$ cat src/rtl/const_cmp_pkg.sv
// Shared types and encodings for the constant sequence matcher.
package const_cmp_pkg;

  // Compare mode encodings as seen on cfg_mode.
  localparam logic [1:0] MODE_EQ = 2'b00;
  localparam logic [1:0] MODE_NE = 2'b01;
  localparam logic [1:0] MODE_GT = 2'b10;
  localparam logic [1:0] MODE_LT = 2'b11;

  typedef enum logic [1:0] {
    CMP_EQ = MODE_EQ,
    CMP_NE = MODE_NE,
    CMP_GT = MODE_GT,
    CMP_LT = MODE_LT
  } cmp_mode_e;

  // Detector states; the top keeps its state register as plain logic.
  localparam logic [1:0] ST_IDLE   = 2'b00;
  localparam logic [1:0] ST_SEARCH = 2'b01;
  localparam logic [1:0] ST_DETECT = 2'b10;

  typedef enum logic [1:0] {
    IDLE   = ST_IDLE,
    SEARCH = ST_SEARCH,
    DETECT = ST_DETECT
  } state_e;

endpackage

$ cat src/rtl/const_cmp_core.sv
// Purely combinational compare of one sample against the pattern.
// EQ/NE honour the mask; GT/LT are full-width unsigned and ignore it.
module const_cmp_core
  import const_cmp_pkg::*;
#(
  parameter int WIDTH = 4
) (
  input  logic [WIDTH-1:0] in_data,
  input  logic [WIDTH-1:0] pattern,
  input  logic [WIDTH-1:0] mask,
  input  logic [1:0]       mode,
  output logic             hit
);

  cmp_mode_e mode_s;
  logic      eq_s;

  assign mode_s = cmp_mode_e'(mode);
  assign eq_s   = (((in_data ^ pattern) & mask) == '0);

  // Select the hit condition for the active mode.
  always_comb begin
    hit = 1'b0;
    case (mode_s)
      CMP_EQ:  hit = eq_s;
      CMP_NE:  hit = ~eq_s;
      CMP_GT:  hit = (in_data > pattern);
      CMP_LT:  hit = (in_data < pattern);
      default: hit = 1'b0;
    endcase
  end

endmodule

$ cat src/rtl/const_seq_matcher.sv
// Registered, debounced pattern detector: a run of consecutive valid hits
// yields a one-cycle det pulse and a sticky flag.
// Optional feature macro: COMPARATOR_HIT_COUNT_EN adds the saturating
// hit_count output.
module const_seq_matcher
  import const_cmp_pkg::*;
#(
  parameter int               WIDTH         = 4,
  parameter int               RUN_W         = 4,
  parameter logic [WIDTH-1:0] RESET_PATTERN = WIDTH'(5),
  parameter int               CNT_W         = 16
) (
  input  logic             clk,
  input  logic             rst_n,
  input  logic             en,
  input  logic             cfg_load,
  input  logic [WIDTH-1:0] cfg_pattern,
  input  logic [WIDTH-1:0] cfg_mask,
  input  logic [1:0]       cfg_mode,
  input  logic [RUN_W-1:0] cfg_run,
  input  logic             clr_sticky,
  input  logic             in_valid,
  input  logic [WIDTH-1:0] in_data,
  output logic             q,
  output logic             det,
  output logic             sticky,
  output logic             busy
`ifdef COMPARATOR_HIT_COUNT_EN
  ,
  output logic [CNT_W-1:0] hit_count
`endif
);

  logic [WIDTH-1:0] pattern_r;
  logic [WIDTH-1:0] mask_r;
  logic [1:0]       mode_r;
  logic [RUN_W-1:0] run_r;
  logic [1:0]       state_r;
  logic [1:0]       state_n_s;
  logic [RUN_W-1:0] cnt_r;
  logic [RUN_W-1:0] cnt_n_s;
  logic [RUN_W-1:0] thr_s;
  logic [RUN_W:0]   cnt_inc_s;
  logic             q_r;
  logic             q_n_s;
  logic             det_r;
  logic             det_n_s;
  logic             sticky_r;
  logic             sticky_n_s;
  logic             hit_s;

  const_cmp_core #(.WIDTH(WIDTH)) u_core (
    .in_data (in_data),
    .pattern (pattern_r),
    .mask    (mask_r),
    .mode    (mode_r),
    .hit     (hit_s)
  );

  // A programmed run of 0 behaves like 1.
  assign thr_s     = (run_r == '0) ? RUN_W'(1) : run_r;
  assign cnt_inc_s = {1'b0, cnt_r} + {{RUN_W{1'b0}}, 1'b1};

  // Next-state, run counter, compare result and pulse/flag decisions.
  always_comb begin
    state_n_s  = state_r;
    cnt_n_s    = cnt_r;
    q_n_s      = q_r;
    det_n_s    = 1'b0;
    if (!en) begin
      state_n_s = ST_IDLE;
      cnt_n_s   = '0;
    end else if (cfg_load) begin
      // The accompanying sample still sees the old configuration.
      state_n_s = ST_SEARCH;
      cnt_n_s   = '0;
      if (in_valid) begin
        q_n_s = hit_s;
      end else begin
        q_n_s = q_r;
      end
    end else if (state_r == ST_IDLE) begin
      // Waking up: the sample updates q but does not start a run.
      state_n_s = ST_SEARCH;
      if (in_valid) begin
        q_n_s = hit_s;
      end else begin
        q_n_s = q_r;
      end
    end else if (in_valid) begin
      q_n_s = hit_s;
      case (state_r)
        ST_SEARCH: begin
          if (!hit_s) begin
            cnt_n_s = '0;
          end else if (cnt_inc_s >= {1'b0, thr_s}) begin
            cnt_n_s   = thr_s;
            state_n_s = ST_DETECT;
            det_n_s   = 1'b1;
          end else begin
            cnt_n_s = cnt_inc_s[RUN_W-1:0];
          end
        end
        ST_DETECT: begin
          if (hit_s) begin
            cnt_n_s = cnt_r;
          end else begin
            cnt_n_s   = '0;
            state_n_s = ST_SEARCH;
          end
        end
        default: begin
          state_n_s = ST_IDLE;
          cnt_n_s   = '0;
        end
      endcase
    end else begin
      state_n_s = state_r;
    end
    // Setting (new or visible det) takes priority over a clear request.
    if (det_n_s || det_r) begin
      sticky_n_s = 1'b1;
    end else if (clr_sticky) begin
      sticky_n_s = 1'b0;
    end else begin
      sticky_n_s = sticky_r;
    end
  end

  // Configuration registers, loaded regardless of en.
  always_ff @(posedge clk or negedge rst_n) begin
    if (!rst_n) begin
      pattern_r <= RESET_PATTERN;
      mask_r    <= '1;
      mode_r    <= MODE_EQ;
      run_r     <= RUN_W'(1);
    end else if (cfg_load) begin
      pattern_r <= cfg_pattern;
      mask_r    <= cfg_mask;
      mode_r    <= cfg_mode;
      run_r     <= cfg_run;
    end else begin
      pattern_r <= pattern_r;
      mask_r    <= mask_r;
      mode_r    <= mode_r;
      run_r     <= run_r;
    end
  end

  // Detector state and registered outputs.
  always_ff @(posedge clk or negedge rst_n) begin
    if (!rst_n) begin
      state_r  <= ST_IDLE;
      cnt_r    <= '0;
      q_r      <= 1'b0;
      det_r    <= 1'b0;
      sticky_r <= 1'b0;
    end else begin
      state_r  <= state_n_s;
      cnt_r    <= cnt_n_s;
      q_r      <= q_n_s;
      det_r    <= det_n_s;
      sticky_r <= sticky_n_s;
    end
  end

  assign q      = q_r;
  assign det    = det_r;
  assign sticky = sticky_r;
  assign busy   = (state_r != ST_IDLE);

`ifdef COMPARATOR_HIT_COUNT_EN
  logic [CNT_W-1:0] hit_cnt_r;

  // Saturating count of valid hits while enabled; cleared by a config load.
  always_ff @(posedge clk or negedge rst_n) begin
    if (!rst_n) begin
      hit_cnt_r <= '0;
    end else if (cfg_load) begin
      hit_cnt_r <= '0;
    end else if (en && in_valid && hit_s && (hit_cnt_r != '1)) begin
      hit_cnt_r <= hit_cnt_r + CNT_W'(1);
    end else begin
      hit_cnt_r <= hit_cnt_r;
    end
  end

  assign hit_count = hit_cnt_r;
`endif

endmodule

$ cat config.mk
export PLATFORM = sky130hd
export DESIGN_NAME = const_seq_matcher
export DESIGN_NICKNAME = d
export VERILOG_FILES = /design/src/rtl/const_cmp_pkg.sv /design/src/rtl/const_cmp_core.sv /design/src/rtl/const_seq_matcher.sv
export SDC_FILE = /design/constraint.sdc
export NUM_CORES = 1
export LEC_CHECK = 0
export BUFFER_PORTS_ARGS = -buffer_cell sky130_fd_sc_hd__buf_2
export CAP_MARGIN = 10
export CORE_ASPECT_RATIO = 1.75
export CORE_MARGIN = 3
export CORE_UTILIZATION = 25
export DETAILED_ROUTE_END_ITERATION = 8
export GPL_TIMING_DRIVEN = 0
export HOLD_SLACK_MARGIN = 0.12
export SETUP_SLACK_MARGIN = 0.05
export SYNTH_ARGS = -nofsm -noshare
export SYNTH_HDL_FRONTEND = slang
export SYNTH_SLANG_ARGS = --single-unit
$ cat constraint.sdc
create_clock -name clk -period 3.07 [get_ports clk]
set_input_delay 0.307 -clock clk [delete_from_list [all_inputs] [get_ports clk]]
set_output_delay 0.307 -clock clk [all_outputs]
set_load 0.02 [all_outputs]
==> impl_results.md <==
- Initial core utilization: 0.2600
- Ys async rst share: 1.000
- Reg2reg path depth: 8
- Area Growth Syn to Fin: 20.52%
- Final Net Count: 194
- Syn Inst Count: 128
- Commonest non-fill, non-tap cell in the layout: buf_2
- RSZ-0062 raised after global routing: no
- Critical path peak fanout: 5
- Multi-input gate area: 666.9 um^2
- Sw frac: 0.2989
- Num CTS Buffers: 3
- Comb power frac: 0.235
- PwrDens: 456.8 mW/mm^2
- Die Span Y: 101.6 um
- Number of flops mapped to enable cells by yosys: 0
- CTS tree: done
- Setup bufs post-CTS: 0
- Largest net degree at the start of global routing: 24
- Max-slew violation count: 0
- Max-cap viol count: 0
- Most frequent cells in the layout: 27 x buf_2, 16 x dfrtp_1, 14 x inv_1
- FMAX: 372.6 MHz
- Lkg Pwr: 0.7599 nW
- Yosys warnings: 0
- Worst-skew pair later-pin latency: 0.27 ns
- FP Rows: 34
- Fin crit share: 0.8742
- Slew @ Worst Pin: 0.5929 ns
- Sequential area share after synthesis: 0.4477
- H-tree depth: 1
- Post-synth top flop: dfrtp_1
- CTS Buffer Depth: 2
- Cell variety after synth: 38
- CORE AREA: 0.005020 mm^2
- Antenna-violating nets left: 0
- Synthesized area per cell: 10.20 um^2
- Clock group share of total power: 0.277
- Placement Cell Area: 0.001508 mm^2
- Die width: 60.62 um
- Root Buffer: clkbuf_8
- Cells after DPL: 209
- Post-DP HPWL: 2283 um
- Hold Crit Class: primary input to register
- DRT Wirelength: 2853 um
- Slew headroom: 0.6023
- Gr ovfl total: 0
- Final Worst Setup Slack: 0.3863 ns
- ANT cells: 0
- WHS: 0.2380 ns
- Gp weighted congestion: 0.8220
- Register area: 584.3 um^2
- Post-layout min period: 2.684 ns
- Clock sinks: 23
- Sequential power share: 0.488
- Number of global-route vias before repair: 1159
- DR WL/cell: 13.33 um
- Int Power: 0.5038 mW
- Crit Path Class: register to register
- Switching power: 0.2147 mW
- First-pass GRT wire length: 5043 um
- Design area: 0.001573 mm^2
- Status: complete, no violations
- Fin. Hold Viols: 0
- Hold Path Depth: 3
- Io pins: 28
- Clock Skews: 0.006058 ns
- First drt pass iteration count: 4
- Fin Setup TNS: 0 ns
- Setup crit end kind: register
- Finish-stage setup viols: 0
- Fill cell count: 564
- GRT Total Usage: 0.1087
- Layout Cells excl Fill: 214
- Initial antenna violation count: 0
- Drt drc: 0
- Count of state elements after synthesis: 23
- Clk slew on worst S/H paths: 0.09 ns
- Worst Setup Start Kind: register
- DRC violation total after the first TritonRoute iteration: 17
- Post-DR vias/cell: 5.061
- Critical path required time: 3.27 ns
- Layout cells sized above 1: 0.3313
- Dpl ws: 0.2061 ns
- Peak supply drop: 0.0002919 V
- Syn nets: 161
- Die ar.: 0.006157 mm^2
- Port Buffers: 27
- Synthesized cell area: 0.001305 mm^2
- Vias after detailed routing: 1083
- Tot Pwr: 0.7185 mW
- Util after Layout: 0.3133
- CP Data Arrival Time: 2.89 ns
## power groups by stage
stage	clock, mW	combinational, mW	sequential (mW)
4_1_cts	0.205	0.169	0.351
3_3_place_gp	0	0.164	0.356
2_1_floorplan	0	0.106	0.359
6_report	0.199	0.169	0.350
5_1_grt	0.215	0.194	0.355
3_5_place_dp	0	0.167	0.356
## sequential cells by signal, summed over array words and instances, names as in the netlist
signal,count
pattern_r,4
mode_r,2
det,1
q,1
cnt_r,4
state_r,2
sticky,1
run_r,4
mask_r,4
## path summary, 6_finish.rpt
kind                               from          to  slack [ns]
max                        pattern_r[2]  state_r[1]        0.39
min in group asynchronous         rst_n   mode_r[0]        0.54
min                          cfg_run[1]    run_r[1]        0.24
min reg2reg                         det      sticky        0.47
max reg2reg                pattern_r[2]  state_r[1]        0.39
max in group asynchronous         rst_n    run_r[0]        2.16
## per-layer routing
metal | vias up | global-route usage | part of all wire
met2 | 27 | 0.1913 | 0.55
li1 | 524 | - | -
met4 | 0 | 0.07179 | 0.033
met1 | 523 | 0.1161 | 0.40
met5 | - | 0 | 0
met3 | 9 | 0.01276 | 0.024
## cell families after synthesis
logic type,count (synthesis),share of synthesized area
compound gates,32,0.1678
buf+inv,16,0.04602
flops,23,0.4477
mux,11,0.09396
fa+ha+maj,9,0.08629
simple gates,35,0.1448
xor+xnor,2,0.01343
## repair_timing
action / CTS / global route
hold buffers: 1 / 0
gates resized for setup: 0 / 2
hold endpoints to repair: 16 / 0
endpoints found under the setup margin: 0 / 6
## Yosys cell counts (all sizes together) (3+ instances only)
cell type | number | area (um^2)
dfrtp | 16 | 400.4
inv | 14 | 52.55
nand2 | 11 | 41.29
mux2 | 10 | 112.6
o21ai | 10 | 50.04
ha | 9 | 112.6
dfstp | 7 | 183.9
nor2b | 5 | 31.28
a21oi | 4 | 20.02
nor2 | 4 | 15.01
a22o | 3 | 26.28
## worst max-delay path, cell delays in order (launching register included)
cell and delay, ns:
dfstp_2 0.52, inv_1 0.04, ha_1 0.31, nor2b_1 0.06, a2111oi_2 0.26, mux2_2 0.42
or4_4 0.44, or4_1 0.42, a21oi_1 0.14
## final cells by class
type                       count  area share
multi-input combinational     89      0.4240
buffer                         2    0.004773
clock inverter                 1    0.004773
tap                           54     0.04296
inverter                      14     0.03341
timing repair buffer          28     0.09228
sequential                    23      0.3715
clock buffer                   3     0.02625
No activity file was read; power rests on OpenSTA's default activity.
